[src/rtl/seg7_pkg.sv]
// Shared 7-segment constants and the BCD-to-segment decoder.
// Segment order is {a,b,c,d,e,f,g}, active-high.
package seg7_pkg;

   localparam logic [6:0] SEG_0     = 7'b1111110;
   localparam logic [6:0] SEG_1     = 7'b0110000;
   localparam logic [6:0] SEG_2     = 7'b1101101;
   localparam logic [6:0] SEG_3     = 7'b1111001;
   localparam logic [6:0] SEG_4     = 7'b0110011;
   localparam logic [6:0] SEG_5     = 7'b1011011;
   localparam logic [6:0] SEG_6     = 7'b1011111;
   localparam logic [6:0] SEG_7     = 7'b1110000;
   localparam logic [6:0] SEG_8     = 7'b1111111;
   localparam logic [6:0] SEG_9     = 7'b1111011;
   localparam logic [6:0] SEG_BLANK = 7'b0000000;

   // seg7_sel code of the rightmost digit on the reference board.
   localparam logic [2:0] DEFAULT_SEL_BASE = 3'b101;

   // Non-BCD codes decode to a dark digit rather than a misleading glyph.
   function automatic logic [6:0] seg7_decode(input logic [3:0] bcd);
      logic [6:0] seg;
      case (bcd)
         4'd0:    seg = SEG_0;
         4'd1:    seg = SEG_1;
         4'd2:    seg = SEG_2;
         4'd3:    seg = SEG_3;
         4'd4:    seg = SEG_4;
         4'd5:    seg = SEG_5;
         4'd6:    seg = SEG_6;
         4'd7:    seg = SEG_7;
         4'd8:    seg = SEG_8;
         4'd9:    seg = SEG_9;
         default: seg = SEG_BLANK;
      endcase
      return seg;
   endfunction

endpackage

[src/rtl/bcd_digit_updown.sv]
// One BCD digit of the counter chain. en_in advances the digit one step
// up or down; carry_out tells the next digit to step as well (carry when
// counting up from 9, borrow when counting down from 0). load overrides
// counting and sanitises non-BCD data to 0.
module bcd_digit_updown (
   input  logic       clk,
   input  logic       rst,
   input  logic       en_in,
   input  logic       up_down,
   input  logic       load,
   input  logic [3:0] load_digit,
   output logic [3:0] digit,
   output logic       carry_out
);

   logic [3:0] digit_q;
   logic [3:0] digit_d;

   // Ripple to the next digit when this one is about to wrap.
   always_comb begin
      carry_out = en_in && (up_down ? (digit_q == 4'd9) : (digit_q == 4'd0));
   end

   // Next digit value: load first, then step, otherwise hold.
   always_comb begin
      digit_d = digit_q;
      if (load) begin
         digit_d = (load_digit > 4'd9) ? 4'd0 : load_digit;
      end else if (en_in) begin
         if (up_down) begin
            digit_d = (digit_q >= 4'd9) ? 4'd0 : digit_q + 4'd1;
         end else begin
            digit_d = ((digit_q == 4'd0) || (digit_q > 4'd9)) ? 4'd9 : digit_q - 4'd1;
         end
      end
   end

   // Digit register.
   always_ff @(posedge clk or posedge rst) begin
      if (rst) digit_q <= 4'd0;
      else     digit_q <= digit_d;
   end

   assign digit = digit_q;

endmodule

[src/rtl/bcd_mux_counter.sv]
// N-digit up/down BCD counter with parallel load, driving a multiplexed
// 7-segment display. Everything runs on clk; the count and scan rates come
// from free-running prescalers that emit one-cycle tick enables.
module bcd_mux_counter
   import seg7_pkg::*;
#(
   parameter int          NUM_DIGITS = 2,
   parameter int          COUNT_DIV  = 21,
   parameter int          SCAN_DIV   = 17,
   parameter logic [2:0]  SEL_BASE   = DEFAULT_SEL_BASE
) (
   input  logic                    clk,
   input  logic                    reset,
   input  logic                    enable,
   input  logic                    up_down,
   input  logic                    load,
   input  logic [4*NUM_DIGITS-1:0] load_value,
   input  logic                    blank_lz,
   output logic [4*NUM_DIGITS-1:0] count_bcd,
   output logic                    carry,
   output logic [2:0]              seg7_sel,
   output logic [6:0]              seg7_out,
   output logic                    dpt_out,
   output logic                    led_com
);

   localparam logic [COUNT_DIV-1:0] CDIV_ONE = 1;
   localparam logic [SCAN_DIV-1:0]  SDIV_ONE = 1;
   localparam logic [2:0]           LAST_IDX = 3'(NUM_DIGITS - 1);

   logic [COUNT_DIV-1:0] cdiv_q, cdiv_d;
   logic [SCAN_DIV-1:0]  sdiv_q, sdiv_d;
   logic                 count_tick;
   logic                 scan_tick;
   logic [NUM_DIGITS:0]  chain;
   logic                 carry_q, carry_d;
   logic [2:0]           idx_q, idx_d;
   logic [2:0]           sel_q, sel_d;
   logic [6:0]           seg_q, seg_d;
   logic [3:0]           cur_digit;
   logic                 cur_blank;
   logic                 zero_run;

   // Prescalers: a tick is the single cycle in which the counter is all-ones.
   always_comb begin
      cdiv_d     = cdiv_q + CDIV_ONE;
      sdiv_d     = sdiv_q + SDIV_ONE;
      count_tick = &cdiv_q;
      scan_tick  = &sdiv_q;
   end

   // A load in the same cycle swallows the count tick, so it never ripples
   // into the chain and never produces a carry pulse.
   always_comb begin
      chain[0] = count_tick && enable && !load;
      carry_d  = chain[NUM_DIGITS];
   end

   for (genvar i = 0; i < NUM_DIGITS; i++) begin : g_digit
      bcd_digit_updown u_digit (
         .clk        (clk),
         .rst        (reset),
         .en_in      (chain[i]),
         .up_down    (up_down),
         .load       (load),
         .load_digit (load_value[4*i +: 4]),
         .digit      (count_bcd[4*i +: 4]),
         .carry_out  (chain[i+1])
      );
   end

   // Scan index walks 0..NUM_DIGITS-1 on each scan tick.
   always_comb begin
      idx_d = idx_q;
      if (scan_tick) begin
         idx_d = (idx_q >= LAST_IDX) ? 3'd0 : idx_q + 3'd1;
      end
   end

   // Pick the scanned digit and decide blanking: a digit is a leading zero
   // when it and every more-significant digit are zero; digit 0 always shows.
   always_comb begin
      cur_digit = 4'd0;
      cur_blank = 1'b0;
      zero_run  = 1'b1;
      for (int i = NUM_DIGITS - 1; i >= 0; i--) begin
         zero_run = zero_run && (count_bcd[4*i +: 4] == 4'd0);
         if (idx_q == 3'(i)) begin
            cur_digit = count_bcd[4*i +: 4];
            cur_blank = blank_lz && zero_run && (i != 0);
         end
      end
      sel_d = SEL_BASE - idx_q;
      seg_d = cur_blank ? SEG_BLANK : seg7_decode(cur_digit);
   end

   // Prescalers, scan index, carry pulse and the display output registers.
   always_ff @(posedge clk or posedge reset) begin
      if (reset) begin
         cdiv_q  <= '0;
         sdiv_q  <= '0;
         carry_q <= 1'b0;
         idx_q   <= 3'd0;
         sel_q   <= SEL_BASE;
         seg_q   <= SEG_0;
      end else begin
         cdiv_q  <= cdiv_d;
         sdiv_q  <= sdiv_d;
         carry_q <= carry_d;
         idx_q   <= idx_d;
         sel_q   <= sel_d;
         seg_q   <= seg_d;
      end
   end

   assign carry    = carry_q;
   assign seg7_sel = sel_q;
   assign seg7_out = seg_q;
   assign dpt_out  = 1'b0;
   assign led_com  = 1'b1;

endmodule
[config.mk]
export PLATFORM = sky130hd
export DESIGN_NAME = bcd_mux_counter
export DESIGN_NICKNAME = d
export VERILOG_FILES = /design/src/rtl/seg7_pkg.sv /design/src/rtl/bcd_digit_updown.sv /design/src/rtl/bcd_mux_counter.sv
export SDC_FILE = /design/constraint.sdc
export NUM_CORES = 1
export LEC_CHECK = 0
export BUFFER_PORTS_ARGS = -buffer_cell sky130_fd_sc_hd__buf_4
export CORE_UTILIZATION = 55
export DETAILED_ROUTE_END_ITERATION = 10
export HOLD_SLACK_MARGIN = 0.1
export PLACE_DENSITY_LB_ADDON = 0.12
export SLEW_MARGIN = 20
export SYNTH_ARGS = -nofsm -noshare
export SYNTH_HDL_FRONTEND = slang
export SYNTH_HIERARCHICAL = 1
export SYNTH_SLANG_ARGS = --single-unit
[constraint.sdc]
create_clock -name clk -period 4.6 [get_ports clk]
set_input_delay 0.92 -clock clk [delete_from_list [all_inputs] [get_ports clk]]
set_output_delay 0.92 -clock clk [all_outputs]
set_load 0.01 [all_outputs]
Word level (Yosys, flattened, before mapping) --
Memory sizes are Yosys's and may differ from the RTL's. Cells that the tools add are included.
Storage, ports and cells: bits in writable memories 0, bits in latches 0, register bits 60, bits of input ports 14, memories kept 1, word-level logic and storage cells 62, memory bits (read-only) 112, output and inout port bits 21
Memory list:
- (name not given) | words 16, bits a word 7, rd ports 1, clocked after Yosys merged registers in 0, write ports 0, RTL line seg7_pkg.sv:23 | case (bcd)
Operators by class: order comparisons 7, div/mod/pow operators 0, shifts and indexed selects 0, equal/unequal tests 3, bitwise gates (word level) 0, reduce and logical (&&, ||, !) cells 15, multipliers 0, muxes and demuxes 20, add/sub/neg operators 8
Operators by type and width (count):
- two-way mux 4 bit | 14
- adder 21 x 1 -> 21 bit (second input constant) | 1
- AND reduction 21 bit | 1
- adder 17 x 1 -> 17 bit (second input constant) | 1
- AND reduction 17 bit | 1
- greater-than comparator 4 bit (second input constant) | 4
- adder 4 x 1 -> 4 bit (second input constant) | 2
- == test 4 bit (second input constant) | 2
- greater-or-equal comparator 4 bit (second input constant) | 2
- zero test 4 bit | 2
- subtractor 4 x 1 -> 4 bit (second input constant) | 2
- two-way mux 7 bit | 1
- logical AND 1 bit | 5
- two-way mux 1 bit | 4
- nonzero test 2 bit | 2
- adder 3 x 1 -> 3 bit (second input constant) | 1
- == test 3 x 1 -> 1 bit (second input constant) | 1
- greater-or-equal comparator 3 x 1 -> 1 bit (second input constant) | 1
- zero test 3 bit | 1
- two-way mux 3 bit | 1
- subtractor 3 bit (first input constant) | 1
- logical OR 1 bit | 2
- zero test 1 bit | 1

Depth between registers and ports, before layout --
depth after elaboration 6, mapped depth 9, depth with buffers taken out 9

Modules after synthesis --
The synthesis kept the hierarchy.
Modules (own cells, without submodules):
- bcd_mux_counter | cells an instance 210, area an instance 2462.4 µm², seq. area each 1311.3 µm², times used 1
- bcd_digit_updown | cells an instance 58, area an instance 471.7 µm², seq. area each 100.1 µm², times used 2

Worst setup path after synthesis --
Ideal clock, no wire load.
kind reg-to-reg, start point register cdiv_q[0], end point register g_digit[1].u_digit.digit_q[0], period minus slack after synthesis 2547 ps, path buffers 1, library setup time 127 ps, setup slack 2053 ps, cell stages (with the launch flop) 10, required time 4473 ps, data arrival time 2420 ps, cells stage by stage dfrtp_1 > ha_1 > and3_1 > buf_4 > nand4_4 > nor4_4 > nor3b_1 > xnor2_1 > nor3_2 > a311o_2
On the way: word-level cells in the longest chain between the ends 5
RTL lines:
- start: declaration | RTL line bcd_mux_counter.sv:31 | logic [COUNT_DIV-1:0] cdiv_q, cdiv_d;
- start signal: assignment | RTL line bcd_mux_counter.sv:107 | cdiv_q <= cdiv_d;
- AND reduction 21 bit | RTL line bcd_mux_counter.sv:48 | count_tick = &cdiv_q;
- logical AND 1 bit (2 in a row) | RTL line bcd_mux_counter.sv:55 | chain[0] = count_tick && enable && !load;
- named net chain[0] | RTL line bcd_mux_counter.sv:35 | logic [NUM_DIGITS:0] chain;
- logical AND 1 bit | RTL line bcd_digit_updown.sv:21 | carry_out = en_in && (up_down ? (digit_q == 4'd9) : (digit_q == 4'd0));
- named net chain[1] | RTL line bcd_mux_counter.sv:35
- nonzero test 2 bit (no source line)
- end signal: assignment | RTL line bcd_digit_updown.sv:41 | else digit_q <= digit_d;
- end: declaration | RTL line bcd_digit_updown.sv:16 | logic [3:0] digit_q;
The timed path passes the listed nets, and every way through them passes these cells. A chain may end at the register's enable or synchronous reset.

Final worst setup path --
start point register cdiv_q[0], end point register g_digit[1].u_digit.digit_q[2]
The elaborated chain is that of the path after synthesis.

==> impl_metrics.env <==
export IMPL_vias_per_cell=5.62
export IMPL_hp_class="flop to flop"
export IMPL_htreeDepth=3
export IMPL_end_kind="flop"
export IMPL_critPathRequiredTime_ns=4.82
export IMPL_die_height_um=80.7
export IMPL_yosys_warnings=6
export IMPL_clockBufferDepth=2
export IMPL_place_ws_ns=1.62
export IMPL_slowest_delay_ns=0.71
export IMPL_synth_edf_count=0
export IMPL_die_w_um=80.7
export IMPL_dieArea_um2=6510
export IMPL_internal_power_mw=0.870
export IMPL_hold_viol=0
export IMPL_synth_cell_types=52
export IMPL_crit_chain="ha_1 > and3_1 > nand4_4 > nor4_4 > nor3b_1 > o31ai_1 > a311oi_1 > o31ai_1"
export IMPL_startpoint="cdiv_q[0]"
export IMPL_worstReg2RegStart="cdiv_q[0]"
export IMPL_ys_seq_area_share_pct=44.4
export IMPL_yosys_area_top_type="dfrtp_1"
export IMPL_p_sw_mw=0.289
export IMPL_max_cap_viol_count=0
export IMPL_insertion_delay_ns=0.33
export IMPL_cp_data_arrival_time_ns=3.21
export IMPL_numPlacedInstances=421
export IMPL_grt_start_max_net_pins=41
export IMPL_start_kind="flop"
export IMPL_yosysTopAreaCellShare_pct=38.2
export IMPL_drive_gt1_share_pct=21.3
export IMPL_nFillCells=491
export IMPL_crit_cells=8
export IMPL_final_common_cell="dfrtp_1"
export IMPL_async_flop_share_pct=100
export IMPL_drt_initial_drc_count=104
export IMPL_period_minus_slack_ns=2.99
export IMPL_antenna_found_initial=0
export IMPL_clock_sinks=60
export IMPL_final_area_um2=3850
export IMPL_fin_worst_skew_ns=0.00680
export IMPL_row_count=28
export IMPL_synth_cells=326
export IMPL_netlist_area_um2=3410
export IMPL_power_density_nw_per_um2=301
export IMPL_p_leak_nw=1.73
export IMPL_max_vdd_ir_drop_uv=203
export IMPL_num_vias=2455
export IMPL_slew_violations=0
export IMPL_clkPwrFrac_pct=38.3
export IMPL_place_congestion=0.826
export IMPL_final_cell_count_no_fill=437
export IMPL_rsz0062_at_grt="no"
export IMPL_grt_pass1_vias=2331
export IMPL_syn_nets=358
export IMPL_synth_area_leaders="dfrtp_1, xnor2_1, ha_1, dfstp_2, nand3_1"
export IMPL_clk_pin_slew_ns=0.06
export IMPL_drc=0
export IMPL_worst_slew_pin_slew_ns=0.790
export IMPL_final_cell_mix="dfrtp_1, buf_4, xnor2_1"
export IMPL_area_growth_pct=13.2
export IMPL_tns_ns=0
export IMPL_r2r_worst_path_cells=8
export IMPL_critPathSlowestCell="nor3b_1"
export IMPL_hold_buffers=0
export IMPL_postRouteAntennaNets=0
export IMPL_synth_area_per_cell_um2=10.4
export IMPL_status="finished, final reports clean"
export IMPL_routed_wl_mm=6.33
export IMPL_worstSetupPathType="flop to flop"
export IMPL_place_hpwl_mm=4.46
export IMPL_synth_seq_cells=60
export IMPL_fin_ws_ns=1.61
export IMPL_slew_headroom_pct=47.2
export IMPL_cts_setup_buffers=0
export IMPL_critPathTopFamily="simple AND/OR/NAND/NOR gates"
export IMPL_finalPower_mw=1.16
export IMPL_fin_crit_sh_pct=65.0
export IMPL_grtUsageTotal_pct=21.4
export IMPL_start_util_pct=57.2
export IMPL_gr_total_overflow=0
export IMPL_core_um2=5960
export IMPL_path_buf_inv=0
export IMPL_io_pins=35
export IMPL_hold_path_startpoint="idx_q[1]"
export IMPL_n_antenna_cell=0
export IMPL_placed_area_um2=3660
export IMPL_whs_path_depth=0
export IMPL_cts_root_buffer="clkbuf_8"
export IMPL_worst_path_max_fanout=8
export IMPL_power_frac_seq_pct=49.2
export IMPL_fmax_ghz=0.335
export IMPL_io_buffer_count=32
export IMPL_nets=389
export IMPL_synthFlopType="dfrtp_1"
export IMPL_dr_pass1_iters=4
export IMPL_final_setup_viol_count=0
export IMPL_pwr_share_comb_pct=12.5
export IMPL_wl_per_cell_um=14.5
export IMPL_grt_pass1_wl_mm=10.5
export IMPL_cts_buffers=9
export IMPL_path_common_cell="o31ai_1"
export IMPL_netSwitchingFraction_pct=24.9
export IMPL_cts_resized=0
export IMPL_cts_tree="built"
[final timing paths]
check	to	slack, ns
setup / recovery	g_digit[1].u_digit/digit[2]	1.61
hold / removal	seg7_sel[1]	0.41
setup reg to reg	g_digit[1].u_digit/digit[2]	1.61
hold reg to reg	seg7_sel[1]	0.41
max in group asynchronous	seg7_out[3]	3.26
min in group asynchronous	g_digit[1].u_digit/digit[2]	0.49
[worst reg2reg max path, stage by stage (launching register included)]
cell      delay, ns
dfrtp_1        0.40
ha_1           0.22
and3_1         0.40
nand4_4        0.17
nor4_4         0.42
nor3b_1        0.71
o31ai_1        0.17
a311oi_1       0.30
o31ai_1        0.09
[kinds of logic after synthesis]
| logic type | count (synthesis) | synth area share, % |
|---|---|---|
| AND/OR/NAND/NOR | 117 | 22.0 |
| flip-flops | 60 | 44.4 |
| AO/OA/AOI/OAI | 57 | 11.6 |
| XOR/XNOR | 35 | 9.00 |
| buffers and inverters | 32 | 4.59 |
| adder cells (fa/ha/maj) | 18 | 6.61 |
| multiplexers | 5 | 1.51 |
| other | 2 | 0.221 |
[synth_stat cells (all sizes together) (3+ instances only)]
cell type and instances:
xor2 4, nor4 3, ha 18, o21ai 12
inv 19, o31ai 4, o21bai 4, and3 7
nand3b 7, a21o 3, dfstp 8, a21oi 13
a31oi 6, nor3 6, nand4 9, nand3 17
nand2 22, dfrtp 52, and4 9, nor2 10
buf 12, o21a 3, xnor2 31, nor3b 8
mux2i 4, nand2b 7
[cell type report]
| type | instances | area, um^2 | share of cell area (%) |
|---|---|---|---|
| flip-flops and latches | 60 | 1510 | 39.2 |
| clock inverters | 1 | 5.00 | 0.130 |
| repair buffers | 33 | 248 | 6.43 |
| inverters | 19 | 71.3 | 1.85 |
| multi-input cells | 234 | 1740 | 45.1 |
| well taps | 75 | 93.8 | 2.44 |
| clock buffers | 15 | 186 | 4.84 |
[stage by stage]
| stage | hold slack, ns | util, % |
|---|---|---|
| 2_1_floorplan | 0.378 | - |
| 3_3_place_gp | 0.403 | 61.5 |
| 3_5_place_dp | 0.403 | 61.5 |
| 4_1_cts | 0.418 | 64.7 |
| 5_1_grt | 0.429 | 64.7 |
| 6_report | 0.413 | 64.7 |
[power by group through the flow]
| stage | sequential (mW) | combinational (mW) | clock, mW |
|---|---|---|---|
| CTS | 0.569 | 0.146 | 0.462 |
| global route | 0.572 | 0.161 | 0.481 |
| global placement | 0.579 | 0.143 | 0 |
| finish | 0.570 | 0.145 | 0.444 |
| detailed placement | 0.579 | 0.145 | 0 |
| floorplan | 0.575 | 0.0948 | 0 |
[metal layers]
layer	part of all wire [%]	up-vias	GRT usage, %
li1	-	1213	-
met1	48	1194	28.4
met2	47	37	33.1
met3	3.9	11	7.39
met4	1.2	0	5.89
met5	0	-	0
[registers in the layout, summed over array words and instances, names as in the netlist]
register	cells
carry	1
seg7_sel	3
sdiv_q	17
g_digit.u_digit/digit	8
cdiv_q	21
idx_q	3
seg7_out	7
Note: power is estimated with default switching activity, not from simulation.
